**src/rtl/sample2uart_tx.sv**
```systemverilog
// Serializes one BPS-bit sample as NBYTES back-to-back 8N1 frames, MSB byte first, LSB bit first.
// Start bit leaves one cycle after accept; new samples are accepted only on an enable edge while idle.
module sample2uart_tx #(
  parameter int BPS      = 24,
  parameter int CLK_FREQ = 100_000_000,
  parameter int BAUD     = 115200
) (
  input  logic           in_clk,
  input  logic           in_rst,
  input  logic [BPS-1:0] in_sample,
  input  logic           in_sample_en,
  output logic           out_ready,
  output logic           out_tx,
  output logic           out_done
);
  localparam int CLKS_PER_BIT = CLK_FREQ / BAUD;
  localparam int NBYTES       = (BPS + 7) / 8;
  localparam int W            = NBYTES * 8;
  localparam int CNT_W        = (CLKS_PER_BIT > 1) ? $clog2(CLKS_PER_BIT) : 1;
  localparam int BYTE_W       = (NBYTES > 1) ? $clog2(NBYTES) : 1;
  localparam logic [CNT_W-1:0] CNT_LAST = CNT_W'(CLKS_PER_BIT - 1);

  typedef enum logic [1:0] {IDLE, START, DATA, STOP} state_t;

  state_t            state_q, state_d;
  logic [CNT_W-1:0]  clk_cnt_q, clk_cnt_d;
  logic [2:0]        bit_idx_q, bit_idx_d;
  logic [BYTE_W-1:0] byte_idx_q, byte_idx_d;
  logic [W-1:0]      shift_q, shift_d;
  logic              en_q;
  logic              tx_q, tx_d;
  logic              done_q, done_d;
  logic              accept, bit_end;
  logic [2:0]        bit_nxt;
  logic [7:0]        cur_byte;

  assign accept   = in_sample_en & ~en_q & (state_q == IDLE);
  assign bit_end  = (clk_cnt_q == CNT_LAST);
  assign bit_nxt  = bit_idx_q + 3'd1;
  // The byte on the wire always sits at the top; the register shifts up one byte per frame.
  assign cur_byte = shift_q[W-1 -: 8];

  always_comb begin
    state_d    = state_q;
    clk_cnt_d  = clk_cnt_q;
    bit_idx_d  = bit_idx_q;
    byte_idx_d = byte_idx_q;
    shift_d    = shift_q;
    tx_d       = tx_q;
    done_d     = 1'b0;
    if (state_q != IDLE) begin
      clk_cnt_d = bit_end ? '0 : clk_cnt_q + CNT_W'(1);
    end
    case (state_q)
      IDLE: begin
        tx_d = 1'b1;
        if (accept) begin
          state_d    = START;
          clk_cnt_d  = '0;
          byte_idx_d = BYTE_W'(NBYTES - 1);
          shift_d    = W'(in_sample);
          tx_d       = 1'b0;
        end
      end
      START: begin
        if (bit_end) begin
          state_d   = DATA;
          bit_idx_d = 3'd0;
          tx_d      = cur_byte[0];
        end
      end
      DATA: begin
        if (bit_end) begin
          if (bit_idx_q == 3'd7) begin
            state_d = STOP;
            tx_d    = 1'b1;
          end else begin
            bit_idx_d = bit_nxt;
            tx_d      = cur_byte[bit_nxt];
          end
        end
      end
      STOP: begin
        if (bit_end) begin
          if (byte_idx_q != '0) begin
            state_d    = START;
            byte_idx_d = byte_idx_q - BYTE_W'(1);
            shift_d    = shift_q << 8;
            tx_d       = 1'b0;
          end else begin
            state_d = IDLE;
            done_d  = 1'b1;
          end
        end
      end
      default: begin
        state_d = IDLE;
        tx_d    = 1'b1;
      end
    endcase
  end

  always_ff @(posedge in_clk or posedge in_rst) begin
    if (in_rst) begin
      state_q    <= IDLE;
      clk_cnt_q  <= '0;
      bit_idx_q  <= '0;
      byte_idx_q <= '0;
      shift_q    <= '0;
      en_q       <= 1'b0;
      tx_q       <= 1'b1;
      done_q     <= 1'b0;
    end else begin
      state_q    <= state_d;
      clk_cnt_q  <= clk_cnt_d;
      bit_idx_q  <= bit_idx_d;
      byte_idx_q <= byte_idx_d;
      shift_q    <= shift_d;
      en_q       <= in_sample_en;
      tx_q       <= tx_d;
      done_q     <= done_d;
    end
  end

  assign out_ready = (state_q == IDLE);
  assign out_tx    = tx_q;
  assign out_done  = done_q;

endmodule

```
**config.mk**
```make
export PLATFORM = sky130hd
export DESIGN_NAME = sample2uart_tx
export DESIGN_NICKNAME = d
export VERILOG_FILES = /design/src/rtl/sample2uart_tx.sv
export SDC_FILE = /design/constraint.sdc
export NUM_CORES = 1
export LEC_CHECK = 0
export BUFFER_PORTS_ARGS = -buffer_cell sky130_fd_sc_hd__clkbuf_2
export CAP_MARGIN = 15
export CORE_UTILIZATION = 58
export CTS_CLUSTER_SIZE = 10
export DETAILED_ROUTE_END_ITERATION = 8
export GPL_TIMING_DRIVEN = 0
export PLACE_DENSITY = 0.8
export SKIP_LAST_GASP = 1
export SYNTH_ARGS = -nofsm -noshare
export SYNTH_HDL_FRONTEND = slang
export SYNTH_SLANG_ARGS = --single-unit
export TNS_END_PERCENT = 1
```
**constraint.sdc**
```tcl
create_clock -name in_clk -period 2.9 [get_ports in_clk]
set_clock_uncertainty 0.1 [all_clocks]
set_input_delay 0.58 -clock in_clk [delete_from_list [all_inputs] [get_ports in_clk]]
set_output_delay 0.58 -clock in_clk [all_outputs]
set_load 0.02 [all_outputs]
```
==> results.md <==
* Reg2reg start: state_q[0]
* Netlist Area Pre-Place at 2470 um^2
* Tot GR Track Use at 0.253
* H-tree depth at 2
* Cell variety after synth at 43
* IO Pins at 30
* Peak VDD IR at 0.000511 V
* Dpl hpwl at 3.62 mm
* Hold slack at 92.7 ps
* Mux cell area share after synthesis at 0.182
* Synth area leaders: dfrtp_1 (44%), mux2_2 (10%), mux2_4 (6.1%)
* Total inserted antenna cells at 0
* Area grow syn2layout at 12.5%
* Post-Route WL at 4.99 mm
* Post-synth top area share at 0.436
* Logic pwr share at 0.476
* Final hold vios at 0
* Initial core utilization at 0.612
* Sequential Power Share at 0.389
* Layout Utilization at 0.689
* Clock sink total at 44
* Post-synthesis simple-gate area fraction at 0.140
* Avg Cell Area, Syn at 11.0 um^2
* CTS tree: yes
* Maxcap violations at 0
* Drc violations at 0
* Power per cell area at 980 nW/um^2
* Core area at 4030 um^2
* Yosys top cell by area: dfrtp_1
* Post-CTS Hold Buffers at 0
* Asr flop ratio synth at 1.00
* Worst Path Arrival at 2680 ps
* Post-Synth XOR/XNOR Area at 0.00710
* Final Max Slew Viols at 0
* Crit start category: register
* Total number of vias at 1,832
* Relative slew slack at 0.530
* Crit path time final at 2580 ps
* Cells after synthesis at 225
* Clock Tree Root: clkbuf_8
* Hold Crit Class: in2async
* Via-per-instance ratio at 5.87
* CP startpoint: state_q[0]
* Status: completed
* Die height at 67.2 um
* Setup crit end kind: register
* Total power at 0.00272 W
* Nets at 297
* Number of global-route vias before repair at 1,711
* WL per Instance at 16.0 um
* Worst setup path class: reg2reg
* Number of synthesized flops with an enable pin at 0
* RSZ-0062 raised after global routing: false
* Synth Flop Type: dfrtp_1
* Final Cycle Share at 0.888
* Compound-cell area share of the yosys netlist at 0.123
* Synthesized flop and latch total at 44
* Drt first pass iters at 5
* Antenna Nets Post-Route at 0
* Initial DRC count at 137
* Reg-to-reg endpoint: out_tx
* Post_cts resized at 0
* Clock-pin slew on the worst setup and hold paths at 80 ps
* Post-CTS Setup Repair Bufs at 0
* Worst EP required at 3000 ps
* Largest net degree at the start of global routing at 35
* Syn nets at 260
* Insertion delay to the later sink of the worst-skew pair at 290 ps
* Net Sw Power at 0.00102 W
* F_max at 388 MHz
* First-pass GRT wire length at 8.33 mm
* Chip Width at 67.2 um
* Crit path to: out_tx
* Worst-Margin Slew at 701 ps
* Cell depth of the worst flop-to-flop path at 6
* Share of layout cells above drive strength 1 at 0.302
* Register area share after synthesis at 0.447
* # setup viols final at 0
* Crit path max fanout at 10
* Die area at 4520 um^2
* Fin Setup TNS at 0 ps
* Net Sw Frac at 0.375
* Pleak at 1.26 nW
* YS warnings at 0
* GR Overflow Total at 0
* Fill count at 314
* PortBufs at 29
* CTS Buffer Depth at 2
* Clock share of power at 0.135
* Internal at 0.00170 W
* Synth Area in Adders at 0.0406
* Num rows at 23
* Total CTS buffers at 5
* R2r setup slk at 320 ps
* Placer congestion estimate at 0.864
* Antenna violations before repair at 0
* Largest family of logic cells by synthesized area: multiplexers
[synth_stat cells, types with 2 or more instances]
library cell,number
ha_1,8
clkbuf_1,7
inv_1,17
a41oi_1,3
nor2b_1,5
mux2i_1,4
a22oi_1,3
mux2_2,22
nand3b_1,3
o21a_1,2
a31oi_1,8
o21ai_0,19
nor2_1,6
nand3_1,7
nand4b_1,8
o31ai_1,2
nand4_1,4
dfrtp_1,43
buf_6,3
nand2_1,10
a21oi_1,8
nand2b_1,2
nor4_1,2
mux2_4,10
[power by group through the flow]
stage,Sequential (W),Combinational [W],Clock [W]
after floorplan,0.00101,0.00105,0
after global placement,0.00105,0.00125,0
after detailed placement,0.00107,0.00129,0
after CTS,0.00106,0.00130,0.000380
after global routing,0.00110,0.00142,0.000408
final,0.00106,0.00130,0.000367
[worst max-delay path: stages (launching register included)]
cell and delay, ps:
dfrtp_1 420, ha_1 190, clkbuf_1 480, clkbuf_1 500
clkbuf_1 380, nand2_1 170, a41oi_1 250
[worst min-delay path by stage]
stage | endpoint
floorplan | shift_q[17]
global placement | shift_q[17]
detailed placement | shift_q[17]
CTS | shift_q[14]
global route | shift_q[6]
finish | shift_q[14]
[state kept, by name, summed over array words and instances, names as in the netlist]
register and count:
shift_q 24, bit_idx_q 3, clk_cnt_q 10, out_done 1, en_q 1, state_q 2
out_tx 1, byte_idx_q 2
[per-layer routing]
metal  track usage  part of all wire
met5             0                 0
met4        0.0824            0.0092
met3        0.0507             0.036
met2         0.383              0.47
met1         0.363              0.48
[per-stage QoR]
step,setup WS (ps),cell area (um^2),std cells
2_1_floorplan,572,2470,225
3_3_place_gp,413,2680,304
3_5_place_dp,368,2700,305
4_1_cts,351,2780,312
5_1_grt,111,2780,312
6_report,323,2780,312
[final cells by class]
cell class	instances	area [um^2]	share of cell area
Clock buffer	5	68.8	0.0248
Sequential cell	44	1100	0.397
Timing Repair Buffer	30	165	0.0595
Clock inverter	2	12.5	0.00451
Inverter	17	63.8	0.0230
Multi-Input combinational cell	152	1220	0.438
Buffer	12	85.1	0.0306
Tap cell	50	62.6	0.0225
[cell families (layout without fill, tap and decap cells)]
family,count (synthesis),in the layout
flip-flops,44,44
adder cells (fa/ha/maj),8,8
multiplexers,37,37
AND/OR/NAND/NOR,55,55
XOR/XNOR,2,2
AO/OA/AOI/OAI,50,50
buffers and inverters,29,66
[cell usage in the layout (no fill, tap or decap), types with 4 or more instances in the layout]
| master | Yosys | routed |
|---|---|---|
| dfrtp_1 | 43 | 43 |
| clkbuf_2 | 0 | 29 |
| mux2_2 | 22 | 22 |
| o21ai_0 | 19 | 19 |
| inv_1 | 17 | 16 |
| nand2_1 | 10 | 10 |
| mux2_4 | 10 | 10 |
| a21oi_1 | 8 | 8 |
| a31oi_1 | 8 | 8 |
| nand4b_1 | 8 | 8 |
| ha_1 | 8 | 8 |
| clkbuf_1 | 7 | 7 |
| nand3_1 | 7 | 7 |
| nor2_1 | 6 | 6 |
| nor2b_1 | 5 | 5 |
| clkbuf_8 | 0 | 5 |
| mux2i_1 | 4 | 4 |
| nand4_1 | 4 | 4 |
Power figures use the tool's default switching activity.
